$ cat src/rtl/spi_bus_arb_if.sv
// Request/command/response bundle between the SPI arbiter, its two requesters and the SPI master.
interface spi_bus_arb_if;
  localparam int unsigned DW = 16;

  logic          inert_req;
  logic [DW-1:0] inert_cmd;
  logic          a2d_req;
  logic [DW-1:0] a2d_cmd;
  logic          mst_wrt;
  logic [DW-1:0] mst_cmd;
  logic          mst_done;
  logic [DW-1:0] mst_rd;
  logic          owner;
  logic          busy;
  logic          inert_done;
  logic          a2d_done;
  logic [DW-1:0] rd_data;
  logic          err;

  // Arbiter side
  modport slave (
    input  inert_req, inert_cmd, a2d_req, a2d_cmd, mst_done, mst_rd,
    output mst_wrt, mst_cmd, owner, busy, inert_done, a2d_done, rd_data, err
  );

  // Requester / SPI-master side
  modport master (
    output inert_req, inert_cmd, a2d_req, a2d_cmd, mst_done, mst_rd,
    input  mst_wrt, mst_cmd, owner, busy, inert_done, a2d_done, rd_data, err
  );
endinterface

$ cat src/rtl/spi_bus_arb.sv
// Shares one 16-bit SPI master between the inertial and A2D interfaces.
// Inertial has priority; a starvation counter forces periodic A2D service.
module spi_bus_arb #(
  parameter int unsigned GAP_CYCLES   = 4,
  parameter int unsigned STARVE_LIMIT = 3,
  parameter int unsigned TMO_CYCLES   = 4096
) (
  input  logic         clk,
  input  logic         rst_n,
  spi_bus_arb_if.slave bus
);
  localparam int unsigned DW       = 16;
  localparam int unsigned GAP_W    = (GAP_CYCLES > 2) ? $clog2(GAP_CYCLES) : 1;
  localparam int unsigned GAP_LAST = (GAP_CYCLES > 1) ? GAP_CYCLES - 1 : 0;
  localparam int unsigned STV_W    = (STARVE_LIMIT > 1) ? $clog2(STARVE_LIMIT + 1) : 1;
  localparam int unsigned TMO_W    = (TMO_CYCLES > 2) ? $clog2(TMO_CYCLES) : 1;
  localparam int unsigned TMO_LAST = (TMO_CYCLES > 1) ? TMO_CYCLES - 1 : 0;

  typedef enum logic [1:0] {
    S_IDLE   = 2'd0,
    S_LAUNCH = 2'd1,
    S_XFER   = 2'd2,
    S_GAP    = 2'd3
  } state_e;

  state_e           state_q, state_d;
  logic             owner_q, owner_d;
  logic [DW-1:0]    mst_cmd_q, mst_cmd_d;
  logic             mst_wrt_q, mst_wrt_d;
  logic             busy_q, busy_d;
  logic             inert_done_q, inert_done_d;
  logic             a2d_done_q, a2d_done_d;
  logic [DW-1:0]    rd_data_q, rd_data_d;
  logic             err_q, err_d;
  logic [STV_W-1:0] starve_cnt_q, starve_cnt_d;
  logic [GAP_W-1:0] gap_cnt_q, gap_cnt_d;
  logic [TMO_W-1:0] tmo_cnt_q, tmo_cnt_d;

  logic any_req;
  logic grant_a2d;
  logic tmo_hit;
  logic gap_hit;

  assign any_req   = bus.inert_req | bus.a2d_req;
  // A2D wins when alone, or when inertial has hogged the bus STARVE_LIMIT times
  assign grant_a2d = bus.a2d_req &
                     (~bus.inert_req | (starve_cnt_q == STV_W'(STARVE_LIMIT)));
  assign tmo_hit   = (tmo_cnt_q == TMO_W'(TMO_LAST));
  assign gap_hit   = (GAP_CYCLES <= 1) | (gap_cnt_q == GAP_W'(GAP_LAST));

  // State and output registers
  always_ff @(posedge clk or negedge rst_n) begin
    if (!rst_n) begin
      state_q      <= S_IDLE;
      owner_q      <= 1'b0;
      mst_cmd_q    <= '0;
      mst_wrt_q    <= 1'b0;
      busy_q       <= 1'b0;
      inert_done_q <= 1'b0;
      a2d_done_q   <= 1'b0;
      rd_data_q    <= '0;
      err_q        <= 1'b0;
      starve_cnt_q <= '0;
      gap_cnt_q    <= '0;
      tmo_cnt_q    <= '0;
    end else begin
      state_q      <= state_d;
      owner_q      <= owner_d;
      mst_cmd_q    <= mst_cmd_d;
      mst_wrt_q    <= mst_wrt_d;
      busy_q       <= busy_d;
      inert_done_q <= inert_done_d;
      a2d_done_q   <= a2d_done_d;
      rd_data_q    <= rd_data_d;
      err_q        <= err_d;
      starve_cnt_q <= starve_cnt_d;
      gap_cnt_q    <= gap_cnt_d;
      tmo_cnt_q    <= tmo_cnt_d;
    end
  end

  // Next-state logic
  always_comb begin
    state_d = state_q;
    case (state_q)
      S_IDLE:   if (any_req) state_d = S_LAUNCH;
      S_LAUNCH: state_d = S_XFER;
      S_XFER:   if (bus.mst_done || tmo_hit) state_d = S_GAP;
      S_GAP:    if (gap_hit) state_d = S_IDLE;
      default:  state_d = S_IDLE;
    endcase
  end

  // Output and counter logic; every output is the registered image of *_d
  always_comb begin
    owner_d      = owner_q;
    mst_cmd_d    = mst_cmd_q;
    mst_wrt_d    = 1'b0;
    busy_d       = (state_d != S_IDLE);
    inert_done_d = 1'b0;
    a2d_done_d   = 1'b0;
    rd_data_d    = rd_data_q;
    err_d        = err_q;
    starve_cnt_d = starve_cnt_q;
    gap_cnt_d    = gap_cnt_q;
    tmo_cnt_d    = tmo_cnt_q;

    case (state_q)
      S_IDLE: begin
        if (any_req) begin
          owner_d   = grant_a2d;
          mst_cmd_d = grant_a2d ? bus.a2d_cmd : bus.inert_cmd;
          mst_wrt_d = 1'b1;
          if (grant_a2d || !bus.a2d_req) begin
            starve_cnt_d = '0;
          end else if (starve_cnt_q != STV_W'(STARVE_LIMIT)) begin
            starve_cnt_d = starve_cnt_q + STV_W'(1);
          end
        end
      end
      S_LAUNCH: begin
        tmo_cnt_d = '0;
      end
      S_XFER: begin
        // A done pulse on the timeout clock still counts as a good completion
        if (bus.mst_done || tmo_hit) begin
          if (bus.mst_done) begin
            rd_data_d = bus.mst_rd;
            err_d     = 1'b0;
          end else begin
            err_d     = 1'b1;
          end
          inert_done_d = ~owner_q;
          a2d_done_d   = owner_q;
          gap_cnt_d    = '0;
        end else begin
          tmo_cnt_d = tmo_cnt_q + TMO_W'(1);
        end
      end
      S_GAP: begin
        if (!gap_hit) gap_cnt_d = gap_cnt_q + GAP_W'(1);
      end
      default: ;
    endcase
  end

  assign bus.mst_wrt    = mst_wrt_q;
  assign bus.mst_cmd    = mst_cmd_q;
  assign bus.owner      = owner_q;
  assign bus.busy       = busy_q;
  assign bus.inert_done = inert_done_q;
  assign bus.a2d_done   = a2d_done_q;
  assign bus.rd_data    = rd_data_q;
  assign bus.err        = err_q;

endmodule

$ cat src/flat_wrapper.sv
// flat-port wrapper written by rule: the top's interface ports become plain ports
module spi_bus_arb_flat 
#(
  parameter int unsigned GAP_CYCLES   = 4,
  parameter int unsigned STARVE_LIMIT = 3,
  parameter int unsigned TMO_CYCLES   = 4096
)
  (clk, rst_n, bus_inert_req, bus_inert_cmd, bus_a2d_req, bus_a2d_cmd, bus_mst_done, bus_mst_rd, bus_mst_wrt, bus_mst_cmd, bus_owner, bus_busy, bus_inert_done, bus_a2d_done, bus_rd_data, bus_err);
  spi_bus_arb_if bus_i ();
  input  logic clk;
  input  logic rst_n;
  input wire logic [$bits(bus_i.inert_req)-1:0] bus_inert_req;
  input wire logic [$bits(bus_i.inert_cmd)-1:0] bus_inert_cmd;
  input wire logic [$bits(bus_i.a2d_req)-1:0] bus_a2d_req;
  input wire logic [$bits(bus_i.a2d_cmd)-1:0] bus_a2d_cmd;
  input wire logic [$bits(bus_i.mst_done)-1:0] bus_mst_done;
  input wire logic [$bits(bus_i.mst_rd)-1:0] bus_mst_rd;
  output wire logic [$bits(bus_i.mst_wrt)-1:0] bus_mst_wrt;
  output wire logic [$bits(bus_i.mst_cmd)-1:0] bus_mst_cmd;
  output wire logic [$bits(bus_i.owner)-1:0] bus_owner;
  output wire logic [$bits(bus_i.busy)-1:0] bus_busy;
  output wire logic [$bits(bus_i.inert_done)-1:0] bus_inert_done;
  output wire logic [$bits(bus_i.a2d_done)-1:0] bus_a2d_done;
  output wire logic [$bits(bus_i.rd_data)-1:0] bus_rd_data;
  output wire logic [$bits(bus_i.err)-1:0] bus_err;
  assign bus_i.inert_req = bus_inert_req;
  assign bus_i.inert_cmd = bus_inert_cmd;
  assign bus_i.a2d_req = bus_a2d_req;
  assign bus_i.a2d_cmd = bus_a2d_cmd;
  assign bus_i.mst_done = bus_mst_done;
  assign bus_i.mst_rd = bus_mst_rd;
  assign bus_mst_wrt = bus_i.mst_wrt;
  assign bus_mst_cmd = bus_i.mst_cmd;
  assign bus_owner = bus_i.owner;
  assign bus_busy = bus_i.busy;
  assign bus_inert_done = bus_i.inert_done;
  assign bus_a2d_done = bus_i.a2d_done;
  assign bus_rd_data = bus_i.rd_data;
  assign bus_err = bus_i.err;
  spi_bus_arb #(.GAP_CYCLES(GAP_CYCLES), .STARVE_LIMIT(STARVE_LIMIT), .TMO_CYCLES(TMO_CYCLES)) u_core (.clk(clk), .rst_n(rst_n), .bus(bus_i));
endmodule
$ cat config.mk
export PLATFORM = sky130hd
export DESIGN_NAME = spi_bus_arb_flat
export DESIGN_NICKNAME = d
export VERILOG_FILES = /design/src/rtl/spi_bus_arb_if.sv /design/src/rtl/spi_bus_arb.sv /design/src/flat_wrapper.sv
export SDC_FILE = /design/constraint.sdc
export NUM_CORES = 1
export LEC_CHECK = 0
export CAP_MARGIN = 0
export CORE_ASPECT_RATIO = 0.7
export CORE_MARGIN = 1.5
export CORE_UTILIZATION = 30
export CTS_CLUSTER_SIZE = 8
export DETAILED_ROUTE_END_ITERATION = 16
export SYNTH_ARGS = -nofsm -noshare
export SYNTH_HDL_FRONTEND = slang
export SYNTH_SLANG_ARGS = --single-unit
$ cat constraint.sdc
create_clock -name clk -period 3.4 [get_ports clk]
set_clock_uncertainty 0.05 [all_clocks]
set_input_delay 0.68 -clock clk [delete_from_list [all_inputs] [get_ports clk]]
set_output_delay 0.68 -clock clk [all_outputs]
set_load 0.02 [all_outputs]
==> results.md <==
- Yosys top cell by area: dfrtp_1
- Initial antenna violation count: 0
- Synth-to-Final Area Change: 48.6%
- Crit path largest cell delay: 520 ps
- Final period utilization: 63.9%
- Comb power frac: 42.3%
- Final setup fails: 0
- Required time of the critical path: 3560 ps
- Antenna diodes: 0
- I/O pin cnt: 91
- Vias in the first global route: 1900
- Cell-internal power: 0.00190 W
- Mapped Nets: 277
- Setup TNS Final: 0 ps
- Die ar.: 8960 sq um
- Max Freq: 460 MHz
- Critical-path cell list: clkdlybuf4s50_1 > nor3b_2 > nand4_1 > nor3_1 > mux2i_1
- Clk sink count: 56
- Placed cell count: 409
- Vias per inst: 4.61
- Area of placed instances: 3560 sq um
- Syn_area_per_cell: 11.4 sq um
- Synth area leaders: dfrtp_1 56%, mux2i_1 8.7%, mux2_2 5.4%, nand2_1 5.2%, o21ai_0 2.6%
- CTS buffer count: 5
- Clock power share: 20.7%
- Setup bufs post-CTS: 0
- Pwr Density: 767 nW/um^2
- Initial Utilization: 31.4%
- Post-route insts no fill: 417
- Synth top area share: 55.7%
- Tmin final: 2170 ps
- Gr ovfl total: 0
- Antenna Nets Post-Route: 0
- Total Routing Usage GR: 12.7%
- Mapped Area: 2520 sq um
- Max-slew violations: 0
- Syn Inst Count: 221
- Setup WS post-layout: 1230 ps
- Worst Reg-to-Reg Cells: 5
- Max FO, Critical Path: 6
- Post-synth top cells: 56 x dfrtp_1, 35 x nand2_1, 22 x mux2i_1, 13 x o21ai_0, 12 x mux2_2
- Reg2reg setup slack: 1490 ps
- Max-Cap Viols: 0
- Hold Crit Class: primary input to asynchronous set/reset pin
- Die width: 112 microns
- Netlist cell types: 41
- PostCTS Resize Cnt: 0
- Post-synth ARST share: 100%
- Htree depth: 2
- FILL cells: 761
- Root buf cell: clkbuf_16
- Rel. slew slack: 53.5%
- Floorplan core area: 8010 sq um
- Failing checks: design-rule violations
- Setup WS pre-CTS: 954 ps
- Placer Congestion: 0.731
- Drt drc: 6
- Clock transition at path regs: 70 ps
- First-pass GRT wire length: 9.03 mm
- Psw: 0.000969 W
- Drt pass-1 iters: 10
- Fin area: 3740 sq um
- Row cnt: 27
- Total vias in the final route: 1924
- Most common cell in the netlist: dfrtp_1
- Peak VDD IR: 0.000303 V
- Measured slew at the worst slew-check pin: 696 ps
- Sequential share of the synthesized area: 55.7%
- Element type at the critical path end: flop
- Sequential Power Share: 37.0%
- PortBufs: 90
- WP data arrival: 2330 ps
- Critical-path top delay cell: clkdlybuf4s50_1
- Outcome: complete, but fails checks
- Worst-Skew Late Latency: 280 ps
- Clock Path Buffers: 2
- Reg-to-reg endpoint: u_core.tmo_cnt_q[3]
- Initial DRC Count: 58
- Worst r2r src: u_core.tmo_cnt_q[0]
- Synthesis warning total: 0
- Layout cells sized above 1: 10.8%
- LEAKAGE: 1.67 nW
- Largest net degree at the start of global routing: 35
- Hpwl dp: 4.07 mm
- Hold_buf cts: 0
- Post-synth EDFFs: 0
- Final layout net count: 371
- Wire per inst: 13.0 microns
- Synth Flop Type: dfrtp_1
- Die Ht: 79.6 microns
- Unrepaired setup endpoints after global routing: no
- Final count of hold timing violations: 0
- #FFs+latches synth: 56
- TritonCTS clock tree: done
- Routed wire length: 5.41 mm
- Critical path type: primary input to flop
- Crit start category: primary input
- Tot Pwr: 0.00287 W
- Switching share of power: 33.8%
==> cell type report <==
class | count | area (sq um) | share of cell area (%)
clock inverters | 2 | 38.8 | 1.04
flip-flops and latches | 56 | 1400 | 37.5
inverters | 5 | 18.8 | 0.502
multi-input cells | 152 | 1070 | 28.6
well taps | 101 | 126 | 3.38
repair buffers | 95 | 946 | 25.3
clock buffers | 6 | 139 | 3.71
==> how the worst max path moves through the flow <==
stage,from,end,slack (ps),cells after the start
floorplan,bus_mst_done,u_core.tmo_cnt_q[10],1600,4
global placement,bus_mst_done,u_core.tmo_cnt_q[7],970,5
detailed placement,bus_mst_done,u_core.tmo_cnt_q[10],950,5
CTS,bus_mst_done,u_core.tmo_cnt_q[9],1250,5
global route,bus_mst_done,u_core.tmo_cnt_q[7],1140,5
finish,bus_mst_done,u_core.tmo_cnt_q[9],1230,5
==> through the flow <==
stage | hold WS [ps] | utilization [%]
after floorplan | 334 | -
after global placement | 411 | 44.5
after detailed placement | 422 | 44.5
after CTS | 343 | 46.7
after global routing | 368 | 46.7
final | 320 | 46.7
==> critical path: cells and delay by family <==
kind / cells / cell delay, ps
mux: 1 / 220
simple gates: 3 / 920
buf+inv: 1 / 520
==> state kept, by name, summed over array words and instances (netlist names) <==
| signal | count |
|---|---|
| u_core.bus.owner | 1 |
| u_core.state_q | 2 |
| u_core.bus.rd_data | 16 |
| u_core.bus.inert_done | 1 |
| u_core.bus.err | 1 |
| u_core.gap_cnt_q | 2 |
| u_core.bus.mst_cmd | 16 |
| u_core.bus.mst_wrt | 1 |
| u_core.bus.busy | 1 |
| u_core.tmo_cnt_q | 12 |
| u_core.bus.a2d_done | 1 |
| u_core.starve_cnt_q | 2 |
==> logic make-up after synthesis <==
family / Yosys count / share of synthesized area [%]
XOR/XNOR: 2 / 0.696
AND/OR/NAND/NOR: 71 / 14.4
AO/OA/AOI/OAI: 38 / 9.74
buffers and inverters: 13 / 2.14
adder cells (fa/ha/maj): 3 / 1.49
flip-flops: 56 / 55.7
multiplexers: 38 / 15.9
==> cell usage in the layout (no fill, tap or decap), types with 4 or more instances in the layout <==
cell type	netlist	final
mux2_1	4	4
mux2_2	12	12
nand3_1	5	5
o21ai_0	13	13
nor2_1	5	5
o211ai_1	4	4
inv_1	5	5
o21ai_1	11	9
nand2_1	35	35
clkdlybuf4s50_1	0	89
clkbuf_16	0	5
dfrtp_1	56	56
buf_4	0	4
mux2i_1	22	22
==> layer usage <==
metal / global-route usage [%] / vias up / part of all wire, %
met1: 16.9 / 879 / 47
met3: 5.69 / 2 / 12
li1: - / 973 / -
met4: 2.66 / 0 / 0.31
met5: 0 / - / 0
met2: 19.2 / 70 / 41
==> power by group through the flow <==
stage          Combinational, W  Sequential (W)  Clock (W)
2_1_floorplan          0.000418         0.00131          0
3_3_place_gp            0.00122         0.00107          0
3_5_place_dp            0.00123         0.00108          0
4_1_cts                 0.00123         0.00107   0.000620
5_1_grt                 0.00133         0.00111   0.000642
6_report                0.00121         0.00106   0.000594
Power figures use the tool's default switching activity.
